[src/rtl/idle_monitor.sv]
// Purpose: per-channel line-idle detector with sleep level/pulse, wake pulse and aggregate flags.
// Latency: pin activity reaches sleep/wake_pulse on the 3rd clock edge; every output is registered.
// Backpressure: none; the block samples every cycle and never stalls.
module idle_monitor #(
  parameter int              N_CH       = 2,
  parameter int              CNT_W      = 27,
  parameter logic [N_CH-1:0] IDLE_LEVEL = {N_CH{1'b1}}
) (
  input  logic             clk_i,
  input  logic             clrn_i,
  input  logic [N_CH-1:0]  ch_in_i,
  input  logic [N_CH-1:0]  ch_en_i,
  input  logic [CNT_W-1:0] limit_i,
  output logic [N_CH-1:0]  sleep_o,
  output logic [N_CH-1:0]  sleep_pulse_o,
  output logic [N_CH-1:0]  wake_pulse_o,
  output logic             all_asleep_o,
  output logic             any_active_o
);

  typedef enum logic {AWAKE = 1'b0, ASLEEP = 1'b1} state_t;

  localparam logic [CNT_W-1:0] CNT_MAX = {CNT_W{1'b1}};

  logic [N_CH-1:0]  s1_q, s2_q;
  logic [N_CH-1:0]  act;
  state_t           state_q [N_CH];
  state_t           state_d [N_CH];
  logic [CNT_W-1:0] cnt_q   [N_CH];
  logic [CNT_W-1:0] cnt_d   [N_CH];
  logic [N_CH-1:0]  sleep_next;
  logic [N_CH-1:0]  sleep_pulse_q, sleep_pulse_d;
  logic [N_CH-1:0]  wake_pulse_q, wake_pulse_d;
  logic             all_asleep_q, all_asleep_d;
  logic             any_active_q, any_active_d;

  // Two-flop synchronizer; resets to the idle level so lines start out idle.
  always_ff @(posedge clk_i or negedge clrn_i) begin
    if (!clrn_i) begin
      s1_q <= IDLE_LEVEL;
      s2_q <= IDLE_LEVEL;
    end else begin
      s1_q <= ch_in_i;
      s2_q <= s1_q;
    end
  end

  // A synchronized line is active when it differs from its idle polarity.
  assign act = s2_q ^ IDLE_LEVEL;

  // Per-channel next state; disable beats activity, activity beats the timeout.
  always_comb begin
    sleep_pulse_d = '0;
    wake_pulse_d  = '0;
    sleep_next    = '0;
    for (int i = 0; i < N_CH; i++) begin
      state_d[i] = state_q[i];
      cnt_d[i]   = cnt_q[i];
      if (!ch_en_i[i]) begin
        state_d[i] = AWAKE;
        cnt_d[i]   = '0;
      end else if (act[i]) begin
        state_d[i]      = AWAKE;
        cnt_d[i]        = '0;
        wake_pulse_d[i] = (state_q[i] == ASLEEP);
      end else if (state_q[i] == ASLEEP) begin
        // Asleep and idle: counter frozen until the next wake.
        cnt_d[i] = cnt_q[i];
      end else if (cnt_q[i] >= limit_i) begin
        state_d[i]       = ASLEEP;
        sleep_pulse_d[i] = 1'b1;
      end else if (cnt_q[i] != CNT_MAX) begin
        cnt_d[i] = cnt_q[i] + CNT_W'(1);
      end
      sleep_next[i] = (state_d[i] == ASLEEP);
    end
  end

  // Aggregates are built from the next state so all_asleep lines up with sleep_o.
  always_comb begin
    all_asleep_d = (|ch_en_i) && (&(sleep_next | ~ch_en_i));
    any_active_d = |(act & ch_en_i);
  end

  // Per-channel state, counters, pulses and aggregate registers.
  always_ff @(posedge clk_i or negedge clrn_i) begin
    if (!clrn_i) begin
      for (int i = 0; i < N_CH; i++) begin
        state_q[i] <= AWAKE;
        cnt_q[i]   <= '0;
      end
      sleep_pulse_q <= '0;
      wake_pulse_q  <= '0;
      all_asleep_q  <= 1'b0;
      any_active_q  <= 1'b0;
    end else begin
      for (int i = 0; i < N_CH; i++) begin
        state_q[i] <= state_d[i];
        cnt_q[i]   <= cnt_d[i];
      end
      sleep_pulse_q <= sleep_pulse_d;
      wake_pulse_q  <= wake_pulse_d;
      all_asleep_q  <= all_asleep_d;
      any_active_q  <= any_active_d;
    end
  end

  // Sleep level is the state register itself, packed into a vector.
  always_comb begin
    sleep_o = '0;
    for (int i = 0; i < N_CH; i++) begin
      sleep_o[i] = (state_q[i] == ASLEEP);
    end
  end

  assign sleep_pulse_o = sleep_pulse_q;
  assign wake_pulse_o  = wake_pulse_q;
  assign all_asleep_o  = all_asleep_q;
  assign any_active_o  = any_active_q;

endmodule
[config.mk]
export PLATFORM = sky130hd
export DESIGN_NAME = idle_monitor
export DESIGN_NICKNAME = d
export VERILOG_FILES = /design/src/rtl/idle_monitor.sv
export SDC_FILE = /design/constraint.sdc
export NUM_CORES = 1
export LEC_CHECK = 0
export ABC_AREA = 1
export BUFFER_PORTS_ARGS = -buffer_cell sky130_fd_sc_hd__buf_4
export CAP_MARGIN = 25
export CORE_MARGIN = 8
export CORE_UTILIZATION = 62
export CTS_CLUSTER_SIZE = 14
export DETAILED_ROUTE_END_ITERATION = 8
export GPL_ROUTABILITY_DRIVEN = 1
export PLACE_DENSITY = 0.87
export SLEW_MARGIN = 25
export SYNTH_ARGS = -nofsm -noshare
export SYNTH_HDL_FRONTEND = slang
export SYNTH_SLANG_ARGS = --single-unit
[constraint.sdc]
create_clock -name clk_i -period 2.2 [get_ports clk_i]
set_clock_uncertainty 0.1 [all_clocks]
set_input_delay 0.22 -clock clk_i [delete_from_list [all_inputs] [get_ports clk_i]]
set_output_delay 0.22 -clock clk_i [all_outputs]
set_load 0.03 [all_outputs]
; ---- Word-level counts from Yosys, hierarchy flattened
; Index checks and enable logic that the tools add are counted.
[op_classes]
add_sub_neg = 2
order_cmp = 2
eq_ne = 8
n_mux = 28
n_bitwise = 4
reduce_logical = 6
[ops]
columns = op, count
row1 = 2-to-1 mux 27 bit, 10
row2 = "adder 27 x 1 -> 27 bit, second input constant", 2
row3 = >= comparator 27 bit, 2
row4 = "inequality test 27 bit, second input constant", 2
row5 = 2-to-1 mux 1 bit, 18
row6 = "inequality test 3 bit, second input constant", 4
row7 = "inequality test 3 x 1 -> 1 bit, second input constant", 2
row8 = AND reduction 3 bit, 2
row9 = NOT 2 bit, 2
row10 = OR reduction 2 bit, 2
row11 = AND 2 bit, 1
row12 = bitwise OR 2 bit, 1
row13 = AND reduction 2 bit, 1
row14 = logical AND 1 bit, 1
[word_totals]
regBits = 66
input_bits = 33
out_inout_bits = 8
word_cells = 60

; ---- Logic depth before layout (Yosys ltp)
; Gate-level depths: netlist of the first run.
[depth]
depth_word = 8
ltp_mapped = 15

; ---- Least setup slack after synthesis of the first run
; No wires, ideal clock.
[synth_path]
path_kind = register to register
startpoint = reg cnt_q[47] (netlist name)
endpoint = reg cnt_q[29] (netlist name)
setup_time_ns = 0.066
t_arrival_ns = 1.842
path_slack_ns = 0.192
stages_incl_launch_ff = 14
path_buffers = 1
period_less_slack_ns = 2.008
path_cell_list = dfrtp_1 -> ha_1 -> nand2_1 -> nand2_1 -> nand2_1 -> nand2_1 -> a21oi_1 -> nand2_1 -> nor2_1 -> nand2_1 -> nor2_1 -> clkbuf_1 -> nand3_1 -> nand2_1
[synth_between]
elab_chain_len = 3
word_cells_on_any_way = 5
[synth_lines]
columns = element, line_no
row1 = start: declaration, 29  ; logic [CNT_W-1:0] cnt_q [N_CH];
row2 = start signal: indexed assignment, 99  ; cnt_q[i] <= cnt_d[i];
row3 = >= comparator 27 bit or inequality test 27 bit (tied branches), "69, 72"
row4 = inequality test 3 bit (no line) or inequality test 3 x 1 -> 1 bit (tied branches), n/a
row5 = AND reduction 3 bit (no line) *, n/a
; Every way passes the cells marked *; elsewhere a longest branch is shown, timed or not.
; A chain may end at the register's enable or synchronous reset.

; ---- Final worst setup path of the first run
[layout_path]
startpoint = reg cnt_q[53] (netlist name)
endpoint = reg cnt_q[52] (netlist name)
; The elaborated chain is that of the path after synthesis.

==> results of run 1 <==
[cell type report]
class	instances	share of cell area
clock inverters	3	0.005649
repair buffers	117	0.1336
multi-input cells	685	0.5297
inverters	105	0.05560
flip-flops and latches	66	0.2348
clock buffers	13	0.02101
well taps	111	0.01959
[state kept, by name, indices dropped and copies added (netlist names)]
signal	count
all_asleep_o	1
any_active_o	1
cnt_q	54
s1_q	2
s2_q	2
sleep_o	2
sleep_pulse_o	2
wake_pulse_o	2
[layer usage]
metal | GRT usage | wire length [um] | up-vias
met1 | 0.2881 | 6844 | 2888
met5 | 0 | 0 | -
met2 | 0.4632 | 8683 | 334
met4 | 0.1258 | 889 | 0
met3 | 0.04924 | 1276 | 91
li1 | - | - | 3020
[worst paths after layout]
check / start / endpoint / slack [ns] / depth (start not counted)
worst max-delay path: cnt_q[53] / cnt_q[52] / -0.03 / 12
worst min-delay path: ch_en_i[1] / wake_pulse_o[1] / 0.08 / 3
worst max register to register: cnt_q[53] / cnt_q[52] / -0.03 / 12
worst min register to register: s1_q[0] / s2_q[0] / 0.26 / 0
max in group asynchronous: clrn_i / cnt_q[50] / 0.93 / 2
min in group asynchronous: clrn_i / cnt_q[4] / 0.41 / 2
[metrics by stage]
stage	area (sq um)	utilization
after floorplan	5697	-
after global placement	6556	0.7233
after detailed placement	6556	0.7233
after CTS	6775	0.7474
after global routing	7088	0.7819
final	7088	0.7819
[power by group through the flow]
stage	clock (mW)	sequential [mW]	combinational, mW
final	1.04	1.23	0.280
after global routing	1.10	1.23	0.308
after CTS	1.04	1.23	0.256
after detailed placement	0	1.25	0.250
after global placement	0	1.25	0.241
after floorplan	0	1.26	0.118
[cell usage after synthesis, types with 4 or more instances]
cell type / instances
dfrtp_1: 62
inv_1: 100
xnor2_1: 7
ha_1: 56
buf_2: 4
nor2_1: 118
nand4_1: 15
o21ai_0: 14
nand2_1: 288
xor2_1: 17
clkbuf_1: 11
dfstp_2: 4
a21oi_1: 24
nor3_1: 11
nand3_1: 106
[placed cells by master, fill, tap and decap left out, types with 2 or more instances in the layout]
cell type and count:
ha_4 6, buf_4 107, dfrtp_1 56, xnor2_1 7, inv_2 4, inv_1 99
clkinv_2 2, nor2_2 7, clkbuf_8 10, dfrtp_2 6, clkinv_1 2, a21oi_1 22
buf_12 4, dfstp_2 4, nor3_2 2, nand2_2 5, a21o_1 2, buf_6 3
nand3_1 102, nand3b_1 3, o21ai_0 14, nand4_1 15, nor2_4 7, clkbuf_1 3
ha_1 50, nor2_1 109, nand2_1 280, dlygate4sd3_1 3, a21oi_2 2, xor2_1 17
nor3b_1 2, nor3_1 11, nand2_4 6, nand3_2 7
[timing repair]
action / in CTS / in global routing
hold buffers: 3 / 0
endpoints found under the setup margin: 0 / 58
hold endpoints to repair: 64 / 0
gates resized for setup: 0 / 51
buffers inserted: 0 / 10
[cell families after synthesis]
kind of cell,Yosys count,share of synthesized area
simple gates,558,0.4195
buf+inv,125,0.08719
flops,66,0.2908
fa+ha+maj,56,0.1230
compound gates,45,0.04261
xor+xnor,24,0.03690
[critical path: cells and delay by family, from the launching register on]
family,cells,cell delay (ns)
DFF,1,0.46
buffers and inverters,2,0.34
adders and majority gates,1,0.29
AOI/OAI and AO/OA,1,0.17
and+or+nand+nor,8,0.75
==> metrics.csv, run 1 <==
stage,metric,value,unit
yosys,synth_top_area_frac,0.2723,
timing,timing.final.max_slew_violations,0,
min_path,hp-class,input pin to flip-flop,
power_and_ir_drop,p_switching,663.1,uW
floorplanning,fp.dieArea,12510,sq um
grt,antenna_found_initial,0,
final_layout,final_layout_size_suffix_gt1_frac,0.1891,
yosys,synth_edf_count,0,
clock_network,clkTransAtPathRegs,0.08,ns
outcome,violations,setup timing,
worst_setup_path,crit_path_max_incr_delay,0.46,ns
place,pre_cts_ws,0.03645,ns
route,first_pass_iters,8,
timing,fin_ws,-0.02848,ns
timing,tns,-0.03331,ns
power_and_ir_drop,power,2.548,mW
final_layout,syn_to_final_growth,24.42,%
timing,hold_slack,0.07909,ns
yosys,synth_cell_types,36,
yosys,synth_top_flop_cell,dfrtp_1,
yosys,synthArstFlopShare,1.000,
timing,rsz0062_at_grt,yes,
power_and_ir_drop,sequentialPowerShare,0.484,
yosys,synth_area,5697,sq um
worst_setup_path,arrival,2.37,ns
worst_setup_path,start_kind,flip-flop,
power_and_ir_drop,swShare,0.2603,
worst_setup_path,critPathSlowestCell,dfrtp_2,
final_layout,stdcell_count,1100,
power_and_ir_drop,p_leak,3.784,nW
clock_network,clk_path_buf_depth,2,
flow_run,maxCapViolCount,0,
yosys,synth-seq-cells,66,
yosys,ys_seq_area_frac,0.2908,
power_and_ir_drop,internal_power,1.885,mW
clock_network,cts_buffers,9,
yosys,syn_nets,963,
route,drt-vias-per-instance,5.757,
clock_network,cts_root_buf,clkbuf_8,
grt,grt_use_total,0.2588,
yosys,synthCells,874,
grt,grt_pass1_vias,5830,
route,drtAntennaViolNets,0,
power_and_ir_drop,p_per_area,359.5,nW/um^2
route,wl_per_cell,16.09,um
route,vias,6333,
floorplanning,die_w,111.9,um
timing,hold_violations,0,
clock_network,clock-sinks,66,
worst_setup_path,cp-end-kind,flip-flop,
final_layout,multi_input_area,3755,sq um
floorplanning,initial_core_util,0.6284,
place,gp_congestion,0.9585,
worst_setup_path,critical_path.cell_chain,"ha_4, nand2_1, nor2_4, nand4_1, buf_4, a21oi_2, nor2_4, nand2_4, nand2_4, buf_4, nand3_1, nand2_1",
clock_network,cts_tree,built,
place,io_buffers,40,
clock_network,htreeDepth,3,
yosys,synth_area_per_cell,6.518,sq um
route,totalWireLength,17690,um
yosys,yosys_warnings,0,
yosys,synth_area_leaders,"dfrtp_1, nand2_1, ha_1",
power_and_ir_drop,irDropWorstVdd,0.0003067,V
floorplanning,coreArea,9065,sq um
worst_setup_path,critical_path_class,flip-flop to flip-flop,
final_layout,filler_cell_count,588,
outcome,outcome,finished with violations,
final_layout,seq_area,1664,sq um
place,hpwl,11880,um
timing,worstMarginPinSlew,0.8860,ns
place,post-place-cells,1068,
grt,grt_pass1_wl,26510,um
timing,setup_viol,3,
floorplanning,placementRows,35,
timing,slew_headroom,0.4094,
power_and_ir_drop,power_frac_comb,0.110,
timing,period_minus_slack,2.228,ns
grt,grt_max_degree,67,
grt,grt_overflow,0,
floorplanning,dieHeight,111.9,um
final_layout,diodes,0,
route,drc,0,
power_and_ir_drop,clkPwrFrac,0.407,
yosys,synth_top_cell_by_area,dfrtp_1,
worst_setup_path,crit_fanout,4,
worst_setup_path,cp.required,2.34,ns
floorplanning,ios,41,
route,initialDrtViolationCount,479,
timing,finalCritPeriodShare,1.013,
final_layout,fin_nets,1073,
clock_network,clk_latency,0.36,ns
timing,fmax,0.4487,GHz
Power figures use the tool's default switching activity.
==> run 2: changes to the inputs <==
- ABC_AREA: 1 -> 0
- CORE_UTILIZATION: 62 -> 61
- PLACE_DENSITY: 0.87 -> 0.86
==> metrics.csv, run 2 <==
stage,metric,value,unit
floorplanning,ios,41,
floorplanning,fp.dieArea,10770,sq um
timing,timing.final.max_slew_violations,0,
clock_network,clk_path_buf_depth,2,
worst_setup_path,cp-end-kind,flip-flop,
floorplanning,die_w,103.8,um
place,placed_area,6028,sq um
clock_network,clock-sinks,66,
timing,rsz0062_at_grt,yes,
yosys,synth_top_cell_by_area,dfrtp_1,
route,initialDrtViolationCount,1219,
timing,fmax,0.3156,GHz
route,drc,28,
route,wl_per_cell,32.74,um
yosys,syn_nets,628,
final_layout,fin_nets,808,
min_path,hold_depth,2,
final_layout,final_area,7350,sq um
yosys,synth_area_leaders,"dfrtp_1, ha_1, a21oi_1",
grt,grt_overflow,0,
yosys,yosys-top-cells-count,"dfrtp_1, ha_1, nand2_1",
floorplanning,dieHeight,103.8,um
clock_network,htreeDepth,3,
worst_setup_path,rrSetupSlack,-0.97,ns
place,io_buffers,40,
timing,worstMarginPinSlew,0.9131,ns
clock_network,clkTransAtPathRegs,0.10,ns
worst_setup_path,crit_fanout,5,
flow_run,maxCapViolCount,0,
yosys,synth_top_flop_cell,dfrtp_1,
grt,grt_use_total,0.3811,
place,gp_congestion,0.9424,
floorplanning,placementRows,32,
clock_network,clk_latency,0.39,ns
min_path,whs_endpoint,any_active_o,
power_and_ir_drop,irDropWorstVdd,0.0004840,V
power_and_ir_drop,power,2.984,mW
yosys,synth_edf_count,0,
grt,grt_pass1_wl,32630,um
final_layout,regMostFlops,cnt_q,
min_path,hp-class,input pin to flip-flop,
final_layout,filler_cell_count,140,
worst_setup_path,arrival,3.35,ns
final_layout,largest_reg_flops,54,
yosys,synth_area,4702,sq um
final_layout,layout_common_cells,"buf_4, dfrtp_1, nand2_1",
power_and_ir_drop,p_leak,3.361,nW
final_layout,postLayoutCoreUtil,0.9661,
route,drt-vias-per-instance,8.030,
timing,fin_ws,-0.9684,ns
clock_network,cts_buffers,9,
final_layout,final_common_cell,buf_4,
outcome,violations,"DRC, setup timing",
timing,hold_violations,0,
final_layout,diodes,0,
final_layout,final_layout_size_suffix_gt1_frac,0.4309,
worst_setup_path,cp.required,2.38,ns
worst_setup_path,r2r_start,cnt_q[10],
power_and_ir_drop,p_per_area,406.0,nW/um^2
grt,grt_pass1_vias,6134,
worst_setup_path,critical_path_class,flip-flop to flip-flop,
grt,antenna_found_initial,1,
yosys,yosys_warnings,0,
clock_network,cts_tree,built,
place,hpwl,11040,um
final_layout,syn_to_final_growth,56.31,%
yosys,synth_most_common_cell,dfrtp_1,
yosys,synth-seq-cells,66,
timing,slew_headroom,0.3913,
yosys,synthCells,539,
clock_network,cts_root_buf,clkbuf_8,
route,drtAntennaViolNets,0,
worst_setup_path,r2r-end,cnt_q[4],
timing,hold_slack,0.06530,ns
outcome,outcome,finished with violations,
min_path,min-delay-start,ch_en_i[0],
floorplanning,initial_core_util,0.6181,
yosys,ys_seq_area_frac,0.3523,
route,totalWireLength,27050,um
floorplanning,coreArea,7607,sq um
timing,period_minus_slack,3.168,ns
timing,setup_viol,59,
grt,grt_max_degree,67,
yosys,synth_top_area_frac,0.3300,
yosys,synthArstFlopShare,1.000,
timing,tns,-41.25,ns
timing,finalCritPeriodShare,1.440,
worst_setup_path,start_kind,flip-flop,
route,first_pass_iters,9,
route,vias,6633,
yosys,synth_area_per_cell,8.724,sq um
yosys,synth_cell_types,46,
worst_setup_path,rr_worst_depth,10,
-- run 2: final cells by class --
cell class / instances / area [sq um] / share of cell area
multi-input cells: 417 / 3602 / 0.4901
flip-flops and latches: 66 / 1659 / 0.2257
repair buffers: 189 / 1574 / 0.2142
clock buffers: 10 / 137.6 / 0.01873
inverters: 36 / 135.1 / 0.01839
well taps: 102 / 127.6 / 0.01736
clock inverters: 6 / 113.9 / 0.01549
-- run 2: through the flow --
step | cells | setup WS [ns]
after floorplan | 539 | -0.5222
after global placement | 770 | -0.5249
after detailed placement | 770 | -0.6291
after CTS | 809 | -0.5759
after global routing | 826 | -0.9223
final | 826 | -0.9684
-- run 2: worst max-delay path by stage --
stage	from	to
after floorplan	cnt_q[4]	cnt_q[19]
final	cnt_q[10]	cnt_q[4]
after global routing	cnt_q[14]	cnt_q[4]
after CTS	cnt_q[4]	cnt_q[17]
after global placement	cnt_q[16]	cnt_q[11]
after detailed placement	cnt_q[5]	cnt_q[16]
-- run 2: cells by family (layout without fill, tap and decap cells) --
group | Yosys count | in the layout | share of synthesized area
simple gates | 226 | 228 | 0.2547
compound gates | 110 | 110 | 0.1488
flops | 66 | 66 | 0.3523
buf+inv | 58 | 241 | 0.05003
fa+ha+maj | 56 | 56 | 0.1490
xor+xnor | 14 | 14 | 0.02608
mux | 9 | 9 | 0.01916
-- run 2: worst max-delay path, cell delays in order, from the launching register on --
cell and delay (ns):
dfrtp_1 0.43, ha_1 0.33, a21oi_1 0.39, o21ai_0 0.21, a21oi_2 0.22, a2111oi_4 0.13
buf_4 0.17, or2_4 0.29, buf_6 0.14, or3_1 0.38, a21oi_1 0.26
-- run 2: what timing repair did --
| action | 4_1_cts | 5_1_grt |
|---|---|---|
| gates cloned | 1 | 3 |
| hold buffers | 4 | 0 |
| buffers inserted | 19 | 15 |
| endpoints found under the setup margin | 59 | 59 |
| gates resized for setup | 54 | 79 |
| hold endpoints to repair | 65 | 0 |
| pin swaps | 36 | 50 |
-- run 2: report_power, final --
part	total, mW	internal (mW)	switching (mW)
clock network	1.39	0.786	0.605
registers	1.23	1.22	0.00928
logic	0.359	0.140	0.219
total	2.98	2.15	0.833
-- run 2: metal layers --
metal / up-vias / wire length [um] / GRT usage
li1: 2355 / - / -
met4: 2 / 3476 / 0.2689
met5: - / 13 / 0
met2: 943 / 11060 / 0.5889
met1: 2919 / 8160 / 0.4175
met3: 414 / 4331 / 0.1580
